<file path="config.mk">
export PLATFORM = sky130hd
export DESIGN_NAME = cursor_action_ctrl
export DESIGN_NICKNAME = d
export VERILOG_FILES = /design/src/rtl/cursor_action_ctrl.sv
export SDC_FILE = /design/constraint.sdc
export NUM_CORES = 1
export LEC_CHECK = 0
export BUFFER_PORTS_ARGS = -buffer_cell sky130_fd_sc_hd__clkbuf_2
export CORE_MARGIN = 2
export CORE_UTILIZATION = 56
export DETAILED_ROUTE_END_ITERATION = 16
export GPL_TIMING_DRIVEN = 0
export PLACE_DENSITY = 0.84
export SKIP_LAST_GASP = 1
export SLEW_MARGIN = 15
export SYNTH_ARGS = -nofsm -noshare
export SYNTH_HDL_FRONTEND = slang
export SYNTH_SLANG_ARGS = --single-unit
</file>
<file path="constraint.sdc">
create_clock -name clk -period 3.4 [get_ports clk]
set_input_delay 0.51 -clock clk [delete_from_list [all_inputs] [get_ports clk]]
set_output_delay 0.51 -clock clk [all_outputs]
set_load 0.1 [all_outputs]
</file>
<file path="src/rtl/cursor_action_ctrl.sv">
// Board cursor / click action controller: moves the cursor or raises a reveal/flag request, then
// pulses ACK once per action code; moves ACK one cycle after the edge, requests wait on CellDone or timeout.
module cursor_action_ctrl #(
   parameter int ROWS      = 16,
   parameter int COLS      = 16,
   parameter int ROW_W     = 4,
   parameter int COL_W     = 4,
   parameter int START_ROW = 0,
   parameter int START_COL = 0,
   parameter int TIMEOUT   = 255
) (
   input  logic             clk,
   input  logic             clear,
   input  logic [2:0]       Action,
   input  logic             GameActive,
   input  logic             CellDone,
   output logic [ROW_W-1:0] CurRow,
   output logic [COL_W-1:0] CurCol,
   output logic             RevealReq,
   output logic             FlagReq,
   output logic             ACK,
   output logic             Busy,
   output logic             Err
);

   localparam int CNT_W = $clog2(TIMEOUT + 1);

   localparam logic [ROW_W-1:0] ROW_LAST  = ROW_W'(ROWS - 1);
   localparam logic [COL_W-1:0] COL_LAST  = COL_W'(COLS - 1);
   localparam logic [ROW_W-1:0] ROW_INIT  = ROW_W'(START_ROW);
   localparam logic [COL_W-1:0] COL_INIT  = COL_W'(START_COL);
   localparam logic [CNT_W-1:0] CNT_LIMIT = CNT_W'(TIMEOUT);

   localparam logic [2:0] ACT_NONE   = 3'b000;
   localparam logic [2:0] ACT_CLICK  = 3'b001;
   localparam logic [2:0] ACT_DCLICK = 3'b010;
   localparam logic [2:0] ACT_UP     = 3'b100;
   localparam logic [2:0] ACT_RIGHT  = 3'b101;
   localparam logic [2:0] ACT_DOWN   = 3'b110;
   localparam logic [2:0] ACT_LEFT   = 3'b111;

   typedef enum logic [1:0] {
      S_IDLE,
      S_REQ,
      S_ACKS,
      S_WREL
   } state_t;

   state_t           state_q, state_d;
   logic [ROW_W-1:0] row_q, row_d;
   logic [COL_W-1:0] col_q, col_d;
   logic [CNT_W-1:0] cnt_q, cnt_d;
   logic             reveal_q, reveal_d;
   logic             flag_q, flag_d;
   logic             ack_q, ack_d;
   logic             busy_q, busy_d;
   logic             err_q, err_d;

   logic [ROW_W-1:0] row_up, row_dn;
   logic [COL_W-1:0] col_lf, col_rt;
   logic             cnt_hit;

   // Wrapped neighbours of the current cursor position.
   always_comb begin
      row_up = (row_q == '0)       ? ROW_LAST : row_q - ROW_W'(1);
      row_dn = (row_q >= ROW_LAST) ? '0       : row_q + ROW_W'(1);
      col_lf = (col_q == '0)       ? COL_LAST : col_q - COL_W'(1);
      col_rt = (col_q >= COL_LAST) ? '0       : col_q + COL_W'(1);
   end

   assign cnt_hit = ((cnt_q + CNT_W'(1)) == CNT_LIMIT);

   always_comb begin
      state_d  = state_q;
      row_d    = row_q;
      col_d    = col_q;
      cnt_d    = cnt_q;
      reveal_d = reveal_q;
      flag_d   = flag_q;
      err_d    = err_q;
      ack_d    = 1'b0;
      busy_d   = 1'b0;

      unique case (state_q)
         S_IDLE: begin
            if (Action != ACT_NONE) begin
               state_d = S_ACKS;
               if (GameActive) begin
                  case (Action)
                     ACT_CLICK: begin
                        reveal_d = 1'b1;
                        cnt_d    = '0;
                        state_d  = S_REQ;
                     end
                     ACT_DCLICK: begin
                        flag_d  = 1'b1;
                        cnt_d   = '0;
                        state_d = S_REQ;
                     end
                     ACT_UP:    row_d = row_up;
                     ACT_DOWN:  row_d = row_dn;
                     ACT_LEFT:  col_d = col_lf;
                     ACT_RIGHT: col_d = col_rt;
                     default:   ;
                  endcase
               end
            end
         end
         S_REQ: begin
            // CellDone wins over a timeout landing on the same edge.
            if (CellDone || cnt_hit) begin
               reveal_d = 1'b0;
               flag_d   = 1'b0;
               state_d  = S_ACKS;
               if (!CellDone) begin
                  err_d = 1'b1;
               end
            end else begin
               cnt_d = cnt_q + CNT_W'(1);
            end
         end
         S_ACKS: begin
            state_d = S_WREL;
         end
         S_WREL: begin
            if (Action == ACT_NONE) begin
               state_d = S_IDLE;
            end
         end
         default: begin
            state_d  = S_IDLE;
            reveal_d = 1'b0;
            flag_d   = 1'b0;
         end
      endcase

      ack_d  = (state_d == S_ACKS);
      busy_d = (state_d != S_IDLE);
   end

   always_ff @(posedge clk or posedge clear) begin
      if (clear) begin
         state_q  <= S_IDLE;
         row_q    <= ROW_INIT;
         col_q    <= COL_INIT;
         cnt_q    <= '0;
         reveal_q <= 1'b0;
         flag_q   <= 1'b0;
         ack_q    <= 1'b0;
         busy_q   <= 1'b0;
         err_q    <= 1'b0;
      end else begin
         state_q  <= state_d;
         row_q    <= row_d;
         col_q    <= col_d;
         cnt_q    <= cnt_d;
         reveal_q <= reveal_d;
         flag_q   <= flag_d;
         ack_q    <= ack_d;
         busy_q   <= busy_d;
         err_q    <= err_d;
      end
   end

   assign CurRow    = row_q;
   assign CurCol    = col_q;
   assign RevealReq = reveal_q;
   assign FlagReq   = flag_q;
   assign ACK       = ack_q;
   assign Busy      = busy_q;
   assign Err       = err_q;

endmodule

</file>
==> flow_summary.yaml <==
floorplanning:
  io_pins: 20
  start_util_pct: 60.04
  rows: 19
  die_height_um: 58.84
  core_mm2: 0.002805
  die_area_mm2: 0.003462
  die_w_um: 58.84
logic_synthesis:
  synthTopCellsByArea: "dfrtp_1 34%, ha_1 5.9%, inv_1 4.2%, o21ai_0 3.3%, nor2_1 3.1%"
  syn_nets: 205
  syn_area_per_cell_um2: 8.864
  yosysTopAreaCell: "dfrtp_1"
  synth_top_area_share_pct: 34.18
  yosysMostFrequentCell: "dfrtp_1"
  seq_area_frac_synth_pct: 34.18
  synthArstFlopShare_pct: 100.0
  synth_flop_cell: "dfrtp_1"
  syn_area_mm2: 0.001684
  ys_seq_elements: 23
  synth_cell_types: 53
  synth_cells: 190
  synth_warnings: 0
  netlist_top_cells_count: "23 x dfrtp_1, 19 x inv_1, 14 x nor2_1"
  synth-edff-count: 0
timing:
  layout_worst_path_cycle_share_pct: 55.26
  slew_violations: 0
  relSlewSlack_pct: 41.96
  hold_viol: 0
  setup_viol: 0
  tightest_slew_ns: 0.8696
  skew_ns: 0.01081
  timing.setup.tns_ns: 0
  fin_crit_ns: 1.879
  fmax_ghz: 0.5322
  rsz0062_at_grt: "false"
finish:
  final_area_mm2: 0.001829
  final_net_count: 226
  fill_cells: 258
  fin_util_pct: 65.21
  diodes: 0
  drive_gt1_share_pct: 18.10
  area_growth_pct: 8.618
power:
  p_per_area_mw_per_mm2: 1028
  combPwrFrac_pct: 64.9
  peakVddDrop_mv: 0.8050
  clkPwrFrac_pct: 7.2
  switching_share_pct: 59.46
  switchingPower_mw: 1.118
  p_leak_nw: 0.7874
  seqPwrFrac_pct: 27.9
  p_int_uw: 762.4
run_status:
  status: "finished, violations left"
  violations: "DRC"
drt:
  drt-total-wl_um: 3584
  ant_nets: 0
  drc: 1
  wl_met2_um: 1676
  avgRoutedWirePerCell_um: 14.87
  first_pass_iters: 11
  met1Wirelength_um: 1659
  vias: 1525
  drt_iter0_drc: 67
  top_layer: "met4"
  wl_met3_um: 209
  routed_via_density: 6.328
clock_network:
  post-cts-setup-buffers: 0
  cts_resized: 0
  htreeDepth: 1
  cts.clk_slew.worst_paths_ns: 0.14
  cts_hold_buffers: 0
  clock-root-buffer: "clkbuf_4"
  clockBufferDepth: 2
  cts_sinks: 23
  cts_buffers: 3
  clk_latency_ns: 0.32
  cts_tree: "yes"
grt:
  grt_max_degree: 24
  grt_pass1_vias: 1372
  overflow: 0
  antenna_found_initial: 0
  grtUsageTotal_pct: 23.05
  grt_pass1_wl_um: 6189
min_path:
  min-delay-path-class: "primary input to asynchronous set/reset pin"
job:
  drv_cap: 0
critical_path:
  cp-end-kind: "register"
  crit_chain: "inv_1 -> ha_1 -> and3_4 -> and4_4 -> a31o_4 -> a21oi_4 -> o221ai_1"
  setup.worst_path.start_class: "register"
  cp_slowest_stage_delay_ns: 0.44
  worstSetupPathType: "register to register"
  worstPathArrival_ns: 2.07
  required_ns: 3.59
  slowest_stage: "dfrtp_1"
  cp_max_fo: 7
placement:
  gp_congestion: 0.8440
  io_buffers: 16
  dpl_cell_area_mm2: 0.001803
  dp_hpwl_um: 2675
[registers in the layout, indices dropped and copies added (netlist names)]
signal / cells
ACK: 1
cnt_q: 8
Err: 1
CurRow: 4
CurCol: 4
Busy: 1
state_q: 2
FlagReq: 1
RevealReq: 1
[power groups by stage]
stage,Sequential (mW),Clock [mW],Combinational (mW)
global placement,0.519,0,1.18
floorplan,0.960,0,0.569
CTS,0.523,0.138,1.22
detailed placement,0.529,0,1.21
global route,0.547,0.152,1.32
finish,0.525,0.136,1.22
[through the flow]
step / hold slack (ns) / setup WS [ns] / power [mW] / std cells
after CTS: 0.3734 / 1.509 / 1.880 / 241
final: 0.3193 / 1.521 / 1.880 / 241
after global routing: 0.4092 / 1.402 / 2.016 / 241
after floorplan: 0.5119 / 1.307 / 1.529 / 190
after detailed placement: 0.4586 / 1.524 / 1.744 / 237
after global placement: 0.4427 / 1.585 / 1.696 / 237
[cells in the final DEF, fill, tap and decap left out, types with 2 or more instances in the layout]
master     netlist  final
a21o_1           5      5
a21oi_1          8      8
a22oi_1          2      2
a31oi_1          7      7
a32o_1           2      2
and2_1           3      3
and3b_1          2      2
buf_2            4      4
clkbuf_1         5      6
clkbuf_2         0     16
clkbuf_4         0      3
dfrtp_1         23     23
ha_1             8      8
inv_1           19     19
nand2_1          8      8
nand3_1          7      7
nand4_1          2      2
nor2_1          14     14
nor3_1           4      4
nor4_1           5      5
nor4b_1          2      2
o211ai_1         5      5
o21ai_0         11     11
o21ai_1          3      3
o2bb2ai_1        2      2
o31ai_1          4      4
o41ai_1          2      2
or2_2            2      2
or3_1            3      3
xnor2_1          2      2
xor2_1           2      2
[logic make-up (layout without fill, tap and decap cells)]
family,Yosys count,after routing,synth area share (%)
AO/OA/AOI/OAI,63,63,28.46
adder cells (fa/ha/maj),8,8,5.944
flip-flops,23,23,34.18
buffers and inverters,30,50,7.653
AND/OR/NAND/NOR,60,60,20.13
multiplexers,1,1,0.5944
XOR/XNOR,5,5,3.047
[layer usage]
| layer | GRT usage (%) | up-vias |
|---|---|---|
| li1 | - | 739 |
| met5 | 0 | - |
| met4 | 6.494 | 0 |
| met2 | 36.67 | 52 |
| met3 | 4.396 | 6 |
| met1 | 31.99 | 728 |
[worst max-delay path, delay by kind of cell, from the launching register on]
kind | cells | cell delay, ns
AO/OA/AOI/OAI | 3 | 0.66
AND/OR/NAND/NOR | 2 | 0.37
buffers and inverters | 1 | 0.09
adder cells (fa/ha/maj) | 1 | 0.20
flip-flops | 1 | 0.44
[final timing paths]
kind                                from  endpoint  slack (ns)  cells after the start
min in group clk                     Err       Err        0.48                      1
worst min-delay path               clear      Busy        0.32                      2
worst max register to register  cnt_q[0]      Busy        1.52                      7
worst max-delay path            cnt_q[0]      Busy        1.52                      7
worst min register to register       Err       Err        0.48                      1
max in group asynchronous          clear   FlagReq        2.54                      2
[layout make-up]
type | count | area (um2) | area share, %
buffer | 11 | 57.56 | 3.146
clock buffer | 4 | 26.28 | 1.436
inverter | 19 | 71.32 | 3.899
multi-input combinational | 137 | 979.7 | 53.56
sequential | 23 | 575.6 | 31.46
tap | 31 | 38.79 | 2.120
timing repair buffer | 16 | 80.08 | 4.378
Note: power is estimated with default switching activity, not from simulation.
